File: src/rtl/uart_pkg.sv
// uart_pkg: shared UART constants for the receive path and its byte FIFO.
package uart_pkg;
   localparam int UART_BYTE_W = 8;
   localparam int UART_DEPTH_LOG2 = 4;
   localparam int UART_CLK_HZ = 25_000_000;
   localparam int UART_BAUD = 9600;
   localparam int UART_CYC_PER_BIT = UART_CLK_HZ / UART_BAUD;
   // four 10-bit character times of idle line
   localparam logic [19:0] UART_TMO_CYCLES = 20'(UART_CYC_PER_BIT * 10 * 4);
endpackage

File: src/rtl/uart_fifo_mem.sv
// uart_fifo_mem: simple dual-port byte memory, registered read port.
module uart_fifo_mem import uart_pkg::*; #(
   parameter int AW = UART_DEPTH_LOG2
) (
   input  logic                   clk_i,
   input  logic                   n_rst,
   input  logic                   we,
   input  logic [AW-1:0]          waddr,
   input  logic [UART_BYTE_W-1:0] wdata,
   input  logic                   re,
   input  logic [AW-1:0]          raddr,
   output logic [UART_BYTE_W-1:0] rdata
);
   logic [UART_BYTE_W-1:0] mem [2**AW];
   always_ff @(posedge clk_i)
      if (we) mem[waddr] <= wdata;
   // read-before-write: a full-FIFO read+write on the same slot returns the old byte
   always_ff @(posedge clk_i or negedge n_rst)
      if (!n_rst) rdata <= '0;
      else if (re) rdata <= mem[raddr];
endmodule

File: src/rtl/uart_rx_fifo.sv
// uart_rx_fifo: captures UART rx bytes on done rising edge into a FIFO with sticky overrun.
// Optional idle timeout flag built only when UART_RX_FIFO_TMO_EN is defined.
module uart_rx_fifo import uart_pkg::*; #(
   parameter int          DEPTH_LOG2 = UART_DEPTH_LOG2,
   parameter logic [19:0] TMO_CYCLES = UART_TMO_CYCLES
) (
   input  logic                   clk_i,
   input  logic                   n_rst,
   input  logic [UART_BYTE_W-1:0] rx_data_i,
   input  logic                   rx_done_i,
   input  logic                   rd_en_i,
   output logic [UART_BYTE_W-1:0] rd_data_o,
   output logic                   rd_valid_o,
   output logic                   empty_o,
   output logic                   full_o,
   output logic [DEPTH_LOG2:0]    count_o,
   output logic                   ovr_o,
   input  logic                   ovr_clr_i,
   output logic                   tmo_o
);
   logic [DEPTH_LOG2:0] wr_ptr, rd_ptr;
   logic rx_done_d, wr, rd_ok, wr_ok;
   assign empty_o = wr_ptr == rd_ptr;
   assign full_o = (wr_ptr[DEPTH_LOG2] != rd_ptr[DEPTH_LOG2]) &&
                   (wr_ptr[DEPTH_LOG2-1:0] == rd_ptr[DEPTH_LOG2-1:0]);
   assign count_o = wr_ptr - rd_ptr;
   assign wr = rx_done_i & ~rx_done_d;
   assign rd_ok = rd_en_i & ~empty_o;
   assign wr_ok = wr & (~full_o | rd_ok);
   // rx_done_d resets high so a done level held through reset is not a new byte
   always_ff @(posedge clk_i or negedge n_rst)
      if (!n_rst) begin
         rx_done_d <= 1'b1;
         wr_ptr <= '0;
         rd_ptr <= '0;
         rd_valid_o <= 1'b0;
         ovr_o <= 1'b0;
      end else begin
         rx_done_d <= rx_done_i;
         if (wr_ok) wr_ptr <= wr_ptr + 1'b1;
         if (rd_ok) rd_ptr <= rd_ptr + 1'b1;
         rd_valid_o <= rd_ok;
         ovr_o <= (wr & ~wr_ok) | (ovr_o & ~ovr_clr_i);
      end
   uart_fifo_mem #(.AW(DEPTH_LOG2)) u_mem (
      .clk_i(clk_i),
      .n_rst(n_rst),
      .we(wr_ok),
      .waddr(wr_ptr[DEPTH_LOG2-1:0]),
      .wdata(rx_data_i),
      .re(rd_ok),
      .raddr(rd_ptr[DEPTH_LOG2-1:0]),
      .rdata(rd_data_o)
   );
`ifdef UART_RX_FIFO_TMO_EN
   logic [19:0] tmo_cnt;
   always_ff @(posedge clk_i or negedge n_rst)
      if (!n_rst) tmo_cnt <= '0;
      else if (wr | rd_ok | empty_o) tmo_cnt <= '0;
      else if (tmo_cnt != TMO_CYCLES) tmo_cnt <= tmo_cnt + 1'b1;
   assign tmo_o = tmo_cnt == TMO_CYCLES;
`else
   logic unused_tmo;
   assign unused_tmo = ^TMO_CYCLES;
   assign tmo_o = 1'b0;
`endif
endmodule

File: config.mk
export PLATFORM = sky130hd
export DESIGN_NAME = uart_rx_fifo
export DESIGN_NICKNAME = d
export VERILOG_FILES = /design/src/rtl/uart_pkg.sv /design/src/rtl/uart_fifo_mem.sv /design/src/rtl/uart_rx_fifo.sv
export SDC_FILE = /design/constraint.sdc
export NUM_CORES = 1
export LEC_CHECK = 0
export BUFFER_PORTS_ARGS = -buffer_cell sky130_fd_sc_hd__buf_2
export CAP_MARGIN = 20
export CELL_PAD_IN_SITES_DETAIL_PLACEMENT = 1
export CELL_PAD_IN_SITES_GLOBAL_PLACEMENT = 1
export CORE_ASPECT_RATIO = 1.5
export CORE_UTILIZATION = 49
export CTS_CLUSTER_SIZE = 8
export DETAILED_ROUTE_END_ITERATION = 8
export GPL_ROUTABILITY_DRIVEN = 0
export PLACE_DENSITY = 0.83
export SYNTH_ARGS = -nofsm -noshare
export SYNTH_HDL_FRONTEND = slang
export SYNTH_SLANG_ARGS = --single-unit
File: constraint.sdc
create_clock -name clk_i -period 6.6 [get_ports clk_i]
set_clock_uncertainty 0.05 [all_clocks]
set_input_delay 0.99 -clock clk_i [delete_from_list [all_inputs] [get_ports clk_i]]
set_output_delay 0.99 -clock clk_i [all_outputs]
set_load 0.03 [all_outputs]
==> summary.txt, run 1 <==
vias in the first global route - 3687
slowest CP cell - dfrtp_1
top-area cell type share of the netlist area - 63.2%
Relative slew margins - 45.1%
IO Pins - 31
CTS tree - built
r2r worst-path depth - 6
vias per cell - 5.90
clock buffer depth - 2
core footprint - 12000 um^2
Peak supply drop - 608 uV
endpoint class of the critical path - output pin
TNS Setup - 0 ps
DRT iter0 DRCs - 226
min Tclk post-route - 3480 ps
Gate power share - 32.2%
routed wire length - 14200 um
Synth Cell Area - 6080 um^2
GRT Util Overall - 24.3%
P_int - 2.23 mW
Worst-Skew Late Latency - 420 ps
Post-synth EDFFs - 128
Sw Share - 34.8%
commonest non-fill, non-tap cell in the layout - edfxtp_1
post-CTS setup buffer count - 0
sequential share of the synthesized area - 71.9%
Pwr Density - 488 nW/um^2
synthesis-to-finish area growth - 15.2%
nets - 418
synthesized net count - 383
setup violators final - 0
FMAX - 287 MHz
worst-path cell chain - inv_1 > ha_1 > a21o_1 > a21oi_1 > xnor2_1 > buf_2
Setup crit start kind - flop
Die Wd - 93.0 um
slowest cell delay on critical path - 590 ps
clock transition at the registers of the reported paths - 60 ps
Worst Hold Class - in -> async
top cell type by total area after synthesis - edfxtp_1
Crit path arrival time - 2440 ps
ys async rst share - 14.1%
Seq pwr share - 35.5%
CTS Buf Count - 17
Site Rows - 49
die height - 138 um
largest net degree at the start of global routing - 45
initial core utilization - 50.6%
status - finished clean
Hold Buf Count CTS - 0
WL/cell - 25.4 um
DIE AREA - 12900 um^2
diode count - 0
worst slack at placement - 3610 ps
H-tree depth - 4
P_leak - 2.51 nW
clock root buffer - clkbuf_16
Max Fanout on Critical Path - 10
Slew Limit Fails - 0
Most used DFF post-synth - edfxtp_1
initial antenna violation count - 0
library cells used by synthesis - 41
grt total ovfl - 0
cts repair resizes - 0
sw power - 1.19 mW
Clock Power Share - 32.3%
final antenna-violating net count - 0
Mapped Avg Cell Area - 16.9 um^2
Final period util - 52.8%
share of cells above drive strength 1 - 19.9%
RSZ-0062 raised after global routing - no
DR DRC count - 0
worst path required time - 5560 ps
Final Hold Viols - 0
register bit total from synthesis - 149
via count - 3312
commonest non-fill, non-tap cells in the layout - edfxtp_1, mux2i_1, buf_2
Syn Inst Count - 360
Post-DP HPWL - 8790 um
top post-synthesis cells by area - edfxtp_1, dfrtp_1, mux2i_1, mux4_2, ha_1
Synthesis Warnings - 0
Worst Setup Path Type - reg -> out
first-pass GRT wire length - 22200 um
worst slew pin tran - 820 ps
Max-Cap Viols - 0
DRT Pass-1 Iters - 4
Setup WS post-layout - 3120 ps
Sink Count - 149
Port Buffers - 29
## cell usage after synthesis (2+ instances only)
cell and instances:
a21o_1 2, a21oi_1 2, a221oi_1 8, a31oi_1 8, and2_1 15, buf_2 5, buf_4 4, buf_6 5
dfrtp_1 20, edfxtp_1 128, ha_1 9, inv_1 8, mux2i_1 48, mux4_2 8, nand2_1 5, nand3_1 2
nand4_1 4, nor2_1 19, nor3b_2 2, o21ai_1 10, o22ai_1 17, xnor2_1 9, xor2_1 4
## kinds of logic (layout without fill, tap and decap cells)
logic type / Yosys count / in the layout / share of synthesized area, %
simple gates: 56 / 56 / 5.19
fa+ha+maj: 10 / 10 / 2.18
buf+inv: 25 / 73 / 2.51
compound gates: 50 / 50 / 5.45
mux: 56 / 56 / 10.9
flops: 149 / 149 / 71.9
xor+xnor: 13 / 13 / 1.87
other cells: 1 / 1 / 0.0617
## sequential cells by signal, indices dropped and copies added, names as in the netlist
name         cells
rd_ptr           5
wr_ptr           5
rd_valid_o       1
u_mem.rdata      8
rx_done_d        1
u_mem.mem      128
ovr_o            1
## power groups by stage
| stage | clock network, mW | registers [mW] | logic (mW) |
|---|---|---|---|
| 2_1_floorplan | 0 | 1.24 | 0.785 |
| 3_3_place_gp | 0 | 1.22 | 1.04 |
| 3_5_place_dp | 0 | 1.23 | 1.08 |
| 4_1_cts | 1.11 | 1.21 | 1.11 |
| 5_1_grt | 1.14 | 1.23 | 1.17 |
| 6_report | 1.10 | 1.21 | 1.10 |
## worst max-delay path: cells and delay by family (launching register included)
| kind | cells | cell delay [ps] |
|---|---|---|
| xor+xnor | 1 | 140 |
| fa+ha+maj | 1 | 430 |
| buf+inv | 2 | 490 |
| flops | 1 | 590 |
| compound gates | 2 | 370 |
## final timing paths
kind | slack, ps | start | to
max | 3120 | rd_ptr[2]$_DFFE_PN0P_ | count_o[4]
min | 500 | n_rst | wr_ptr[4]$_DFFE_PN0P_
max reg2reg | 3500 | rd_ptr[2]$_DFFE_PN0P_ | u_mem.mem[11][1]$_DFFE_PP_
min reg2reg | 500 | ovr_o$_DFF_PN0_ | ovr_o$_DFF_PN0_
max in group asynchronous | 5600 | n_rst | rd_ptr[1]$_DFFE_PN0P_
min in group clk_i | 500 | ovr_o$_DFF_PN0_ | ovr_o$_DFF_PN0_
## layer usage
metal | wire length (um) | global-route usage (%) | part of all wire, % | vias up
li1 | - | - | - | 1473
met1 | 5740 | 29.5 | 40 | 1717
met2 | 7580 | 41.6 | 53 | 94
met3 | 447 | 4.24 | 3.1 | 28
met4 | 468 | 11.6 | 3.3 | 0
met5 | 0 | 0 | 0 | -
## final cells by class
cell class              count  area, um^2
repair buffers             32         175
clock inverters            15         253
multi-input cells         186        1560
inverters                   9        33.8
clock buffers              17         425
flip-flops and latches    149        4370
fillers                  1112        5010
well taps                 153         191
## through the flow
stage | instances | area [um^2] | total power, mW | utilization [%] | hold WS (ps)
6_report | 561 | 7010 | 3.42 | 58.3 | 499
5_1_grt | 561 | 7010 | 3.54 | 58.3 | 516
4_1_cts | 560 | 6990 | 3.43 | 58.2 | 506
3_5_place_dp | 528 | 6310 | 2.31 | 52.6 | 489
3_3_place_gp | 528 | 6310 | 2.26 | 52.6 | 474
2_1_floorplan | 360 | 6080 | 2.03 | - | 448
Note: power is estimated with default switching activity, not from simulation.
==> run 2: changes to the inputs <==
--- a/config.mk
+++ b/config.mk
@@ -10,7 +10,7 @@
 export CELL_PAD_IN_SITES_DETAIL_PLACEMENT = 1
 export CELL_PAD_IN_SITES_GLOBAL_PLACEMENT = 1
 export CORE_ASPECT_RATIO = 1.5
-export CORE_UTILIZATION = 49
+export CORE_UTILIZATION = 47
 export CTS_CLUSTER_SIZE = 8
 export DETAILED_ROUTE_END_ITERATION = 8
 export GPL_ROUTABILITY_DRIVEN = 0
==> constraint.sdc (replaced) <==
create_clock -name clk_i -period 3.2 [get_ports clk_i]
set_clock_uncertainty 0.05 [all_clocks]
set_input_delay 0.48 -clock clk_i [delete_from_list [all_inputs] [get_ports clk_i]]
set_output_delay 0.48 -clock clk_i [all_outputs]
set_load 0.03 [all_outputs]
==> run 2 against run 1 <==
Against the previous run:
- worst hold slack got worse by 380 ps
- total power rose by 98%
- design area down 0.87%
- core utilization decreased by 3.1 points
- critical path depth is the same
- critical endpoint is now u_mem.mem[10][3]$_DFFE_PP_
- largest cell class unchanged
- sequential cell count did not move
==> summary.txt, run 2 (synthesis results as in run 1) <==
status - finished clean (unchanged)
vias in the first global route - 3609 (was 3687)
share of cells above drive strength 1 - 19.7% (was 19.9%)
diode count - 0 (unchanged)
Post-DP Area - 6340 um^2 (was 6310 um^2)
WL/cell - 26.0 um (was 25.4 um)
final hold slack - 122 ps (was 499 ps)
Worst Setup Path Type - reg -> reg (was reg -> out)
max reg flops - 128 (unchanged)
Final Hold Viols - 0 (unchanged)
largest net degree at the start of global routing - 45 (unchanged)
Post-DP HPWL - 9630 um (was 8790 um)
worst slew pin tran - 670 ps (was 820 ps)
synthesis-to-finish area growth - 14.2% (was 15.2%)
Slew Limit Fails - 0 (unchanged)
final antenna-violating net count - 0 (unchanged)
endpoint class of the critical path - flop (was output pin)
Setup WS post-layout - 225 ps (was 3120 ps)
clock transition at the registers of the reported paths - 60 ps (about the same)
Top reg by flops - u_mem.mem (unchanged)
DIE AREA - 13400 um^2 (was 12900 um^2)
via count - 3351 (was 3312)
worst setup path start - rd_ptr[2]$_DFFE_PN0P_ (unchanged)
Setup crit start kind - flop (unchanged)
Site Rows - 50 (was 49)
first-pass GRT wire length - 22300 um (was 22200 um)
Port Buffers - 29 (unchanged)
RR Endpoint - u_mem.mem[10][3]$_DFFE_PP_ (was u_mem.mem[11][1]$_DFFE_PP_)
die height - 141 um (was 138 um)
TNS Setup - 0 ps (unchanged)
GRT Util Overall - 24.3% (about the same)
DRT iter0 DRCs - 354 (was 226)
routed wire length - 14700 um (was 14200 um)
Design Area, Final - 6950 um^2 (was 7010 um^2)
initial core utilization - 48.4% (was 50.6%)
initial antenna violation count - 0 (unchanged)
nets - 421 (was 418)
Relative slew margins - 55.3% (was 45.1%)
clock buffer depth - 2 (unchanged)
Final period util - 93.0%
RSZ-0062 raised after global routing - no (unchanged)
CTS Buf Count - 17 (unchanged)
r2r worst-path depth - 6 (unchanged)
core footprint - 12600 um^2 (was 12000 um^2)
vias per cell - 5.91 (was 5.90)
crit path to - u_mem.mem[10][3]$_DFFE_PP_ (was count_o[4])
commonest non-fill, non-tap cells in the layout - edfxtp_1, mux2i_1, buf_2 (unchanged)
Worst Hold Class - in -> reg (was in -> async)
worst slack at placement - 81.7 ps (was 3610 ps)
P_leak - 2.48 nW (was 2.51 nW)
setup violators final - 0 (unchanged)
Sink Count - 149 (unchanged)
IO Pins - 31 (unchanged)
CTS tree - built (unchanged)
Overall Power - 6.77 mW (was 3.42 mW)
RR Startpoint - rd_ptr[2]$_DFFE_PN0P_ (unchanged)
biggest regs - u_mem.mem (128), u_mem.rdata (8) (unchanged)
Max-Cap Viols - 0 (unchanged)
clock root buffer - clkbuf_16 (unchanged)
worst path required time - 3220 ps (was 5560 ps)
DRT Pass-1 Iters - 5 (was 4)
Die Wd - 94.9 um (was 93.0 um)
Crit path arrival time - 3000 ps (was 2440 ps)
min Tclk post-route - 2970 ps
Peak supply drop - 990 uV (was 608 uV)
Pwr Density - 975 nW/um^2 (was 488 nW/um^2)
worst reg2reg setup slack - 230 ps (was 3500 ps)
Worst-Skew Late Latency - 420 ps (about the same)
grt total ovfl - 0 (unchanged)
commonest non-fill, non-tap cell in the layout - edfxtp_1 (unchanged)
DR DRC count - 0 (unchanged)
H-tree depth - 4 (unchanged)
Max Fanout on Critical Path - 10 (unchanged)
FMAX - 336 MHz
run 2: changes by cell type in the layout (fill, tap and decap cells not counted), moves of 2 or more:
cell	previous run	this run
buf_4	2	5
bufinv_16	6	3
clkinv_1	1	3
clkinv_2	1	3
inv_6	2	0
run 2: repair_timing:
| action | 4_1_cts | 5_1_grt |
|---|---|---|
| endpoints found under the setup margin | 0 | 32 |
| hold endpoints to repair | 20 | 0 |
| resized for setup | 0 | 1 |
| setup buffers | 0 | 0 |
| hold buffers | 1 | 0 |
run 2: per-stage QoR:
stage | cells | util, %
floorplan | 360 | -
global placement | 534 | 50.4
detailed placement | 534 | 50.4
CTS | 567 | 55.2
global route | 567 | 55.2
finish | 567 | 55.2
run 2: report_power, final:
| part | switching, mW | total [mW] | internal [mW] |
|---|---|---|---|
| combinational | 1.49 | 2.31 | 0.818 |
| sequential | 0.160 | 2.48 | 2.32 |
| clock | 0.764 | 1.98 | 1.22 |
| total | 2.42 | 6.77 | 4.36 |
run 2: critical path: stages (launching register included):
cell and delay [ps]:
dfrtp_1 580, inv_1 260, ha_1 440, and4_1 230, a31o_2 310, nor3b_2 330
and2_1 420
run 2: cell type report:
class | count | area [um^2]
tap | 156 | 195
multi-input combinational | 186 | 1560
fill | 1160 | 5630
clock inverter | 14 | 161
sequential | 149 | 4370
inverter | 9 | 33.8
clock buffer | 18 | 429
timing repair buffer | 35 | 193
run 2: worst min path at each step:
| stage | startpoint | end | slack (ps) | cells past startpoint |
|---|---|---|---|---|
| global placement | n_rst | rd_ptr[4]$_DFFE_PN0P_ | 410 | 1 |
| global route | rx_done_i | rx_done_d$_DFF_PN1_ | 110 | 1 |
| detailed placement | n_rst | wr_ptr[4]$_DFFE_PN0P_ | 430 | 1 |
| finish | rx_done_i | rx_done_d$_DFF_PN1_ | 120 | 1 |
| CTS | rx_done_i | rx_done_d$_DFF_PN1_ | 110 | 1 |
| floorplan | n_rst | ovr_o$_DFF_PN0_ | 130 | 0 |
run 2: layer usage:
metal  share of wire, %  global-route usage (%)
met1                 38                    28.9
met2                 52                    39.8
met3                5.2                    5.68
met4                4.2                    14.1
met5                  0                       0
==> run 3: changes to the inputs <==
==> constraint.sdc (replaced) <==
create_clock -name clk_i -period 3.2 [get_ports clk_i]
set_clock_uncertainty 0.05 [all_clocks]
set_input_delay 0.48 -clock clk_i [delete_from_list [all_inputs] [get_ports clk_i]]
set_output_delay 0.48 -clock clk_i [all_outputs]
set_load 0.01 [all_outputs]
==> run 3 against run 2 <==
Against the previous run:
- die area stayed put
- clock power is 3% higher
- cell count stayed put
- sequential share of layout area is 0.19 points lower
- maximum frequency hardly changed
- critical path type unchanged
==> summary.txt, run 3 (synthesis results as in run 1) <==
status - finished clean (unchanged)
worst-path cell chain - inv_1 > ha_1 > and4_1 > a31o_2 > nor3b_2 > and2_1 (unchanged)
metal3 WL - 660 um (was 774 um)
Worst Setup Path Type - reg -> reg (unchanged)
Site Rows - 50 (unchanged)
Met2 Wirelength - 7780 um (was 7680 um)
Seq pwr share - 37.8% (was 36.6%)
WP depth - 6 (unchanged)
Final period util - 93.0% (about the same)
share of cells above drive strength 1 - 20.2% (was 19.7%)
Clock Power Share - 30.9% (was 29.3%)
initial antenna violation count - 0 (unchanged)
Gate power share - 31.4% (was 34.1%)
fill count - 1163 (was 1160)
Die Wd - 94.9 um (unchanged)
largest net degree at the start of global routing - 45 (unchanged)
Final Hold Viols - 0 (unchanged)
first-pass GRT wire length - 22600 um (was 22300 um)
WP buf/inv - 1 (unchanged)
DRT Pass-1 Iters - 5 (unchanged)
worst slack at placement - 127 ps (was 81.7 ps)
commonest non-fill, non-tap cells in the layout - edfxtp_1, mux2i_1, buf_2 (unchanged)
TNS Setup - 0 ps (unchanged)
final antenna-violating net count - 0 (unchanged)
Setup WS post-layout - 224 ps (was 225 ps)
IO Pins - 31 (unchanged)
min Tclk post-route - 2980 ps (was 2970 ps)
Design Area, Final - 6970 um^2 (was 6950 um^2)
Sink Count - 149 (unchanged)
synthesis-to-finish area growth - 14.6% (was 14.2%)
die height - 141 um (unchanged)
Pwr Density - 943 nW/um^2 (was 975 nW/um^2)
max reg flops - 128 (unchanged)
post-CTS setup buffer count - 0 (unchanged)
CTS Buf Count - 17 (unchanged)
Post-DP Area - 6340 um^2 (unchanged)
hold path cells - 1 (unchanged)
area occupied by multi-input gates - 1560 um^2 (unchanged)
diode count - 0 (unchanged)
CTS tree - built (unchanged)
endpoint class of the critical path - flop (unchanged)
vias in the first global route - 3598 (was 3609)
Relative slew margins - 54.5% (was 55.3%)
DRT iter0 DRCs - 297 (was 354)
Max Fanout on Critical Path - 10 (unchanged)
clock buffer depth - 2 (unchanged)
Post-DP HPWL - 9700 um (was 9630 um)
routed wire length - 15000 um (was 14700 um)
slowest CP cell - dfrtp_1 (unchanged)
DR DRC count - 0 (unchanged)
Max-Cap Viols - 0 (unchanged)
sw power - 2.17 mW (was 2.42 mW)
Worst-Skew Late Latency - 420 ps (about the same)
worst setup path start - rd_ptr[2]$_DFFE_PN0P_ (unchanged)
Slew Limit Fails - 0 (unchanged)
Setup crit start kind - flop (unchanged)
worst path required time - 3230 ps (was 3220 ps)
via count - 3428 (was 3351)
initial core utilization - 48.4% (unchanged)
FMAX - 336 MHz (about the same)
WL/cell - 26.5 um (was 26.0 um)
clock root buffer - clkbuf_16 (unchanged)
r2r worst-path depth - 6 (unchanged)
DIE AREA - 13400 um^2 (unchanged)
core footprint - 12600 um^2 (unchanged)
H-tree depth - 4 (unchanged)
nets - 421 (unchanged)
Port Buffers - 29 (unchanged)
slowest cell delay on critical path - 550 ps (was 580 ps)
RSZ-0062 raised after global routing - no (unchanged)
top layer in use - met4 (unchanged)
commonest non-fill, non-tap cell in the layout - edfxtp_1 (unchanged)
startpoint of the worst hold path - rx_done_i (unchanged)
clock transition at the registers of the reported paths - 60 ps (about the same)
Crit path arrival time - 3000 ps (about the same)
setup violators final - 0 (unchanged)
Sw Share - 33.0% (was 35.7%)
P_int - 4.40 mW (was 4.36 mW)
worst slew pin tran - 682 ps (was 670 ps)
vias per cell - 6.05 (was 5.91)
CP top delay family - simple AND/OR/NAND/NOR gates (unchanged)
RR Startpoint - rd_ptr[2]$_DFFE_PN0P_ (unchanged)
grt total ovfl - 0 (unchanged)
P_leak - 2.49 nW (was 2.48 nW)
Top reg by flops - u_mem.mem (unchanged)
Worst Hold Class - in -> reg (unchanged)
worst reg2reg setup slack - 220 ps (was 230 ps)
GRT Util Overall - 24.8% (was 24.3%)
Peak supply drop - 688 uV (was 990 uV)
biggest regs - u_mem.mem (128), u_mem.rdata (8) (unchanged)
Sequential Area - 4370 um^2 (unchanged)
M1 WL - 5830 um (was 5670 um)
[run 3: final timing paths]
| kind | endpoint |
|---|---|
| worst max-delay path | u_mem.mem[11][3]$_DFFE_PP_ |
| worst max register to register | u_mem.mem[11][3]$_DFFE_PP_ |
| worst min-delay path | rx_done_d$_DFF_PN1_ |
| worst min register to register | wr_ptr[4]$_DFFE_PN0P_ |
| min in group asynchronous | wr_ptr[0]$_DFFE_PN0P_ |
| max in group asynchronous | rd_ptr[1]$_DFFE_PN0P_ |
[run 3: final cells by class]
type / count / share of cell area [%]
Timing Repair Buffer: 35 / 2.77
Clock buffer: 20 / 6.55
Sequential cell: 149 / 62.7
Multi-Input combinational cell: 186 / 22.4
Tap cell: 156 / 2.80
Clock inverter: 12 / 2.23
Inverter: 9 / 0.485
[run 3: layer usage]
metal	global-route usage, %	vias to the layer above
met5	0	-
met4	14.8	0
met3	4.66	46
met2	41.1	160
met1	29.6	1743
li1	-	1479
[run 3: repair_timing]
item,4_1_cts,5_1_grt
endpoints found under the hold margin,20,0
hold buffers,1,0
gates resized for setup,0,1
endpoints found under the setup margin,0,32
[run 3: metrics by stage]
step	hold WS, ps	instances	util [%]	total power [mW]
2_1_floorplan	134	360	-	3.92
6_report	119	567	55.4	6.57
4_1_cts	107	567	55.4	6.60
3_5_place_dp	430	534	50.4	4.51
5_1_grt	107	567	55.4	6.84
3_3_place_gp	418	534	50.4	4.42
[run 3: power groups by stage]
stage	logic (mW)	registers, mW	clock network (mW)
floorplan	1.43	2.48	0
global placement	1.92	2.49	0
detailed placement	2.00	2.51	0
CTS	2.06	2.48	2.06
global route	2.21	2.50	2.13
finish	2.06	2.48	2.03
[run 3: worst register-to-register path, cell delays in order, from the launching register on]
cell and delay, ps:
dfrtp_1 550, inv_1 270, ha_1 440, and4_1 220
a31o_2 310, nor3b_2 340, and2_1 440
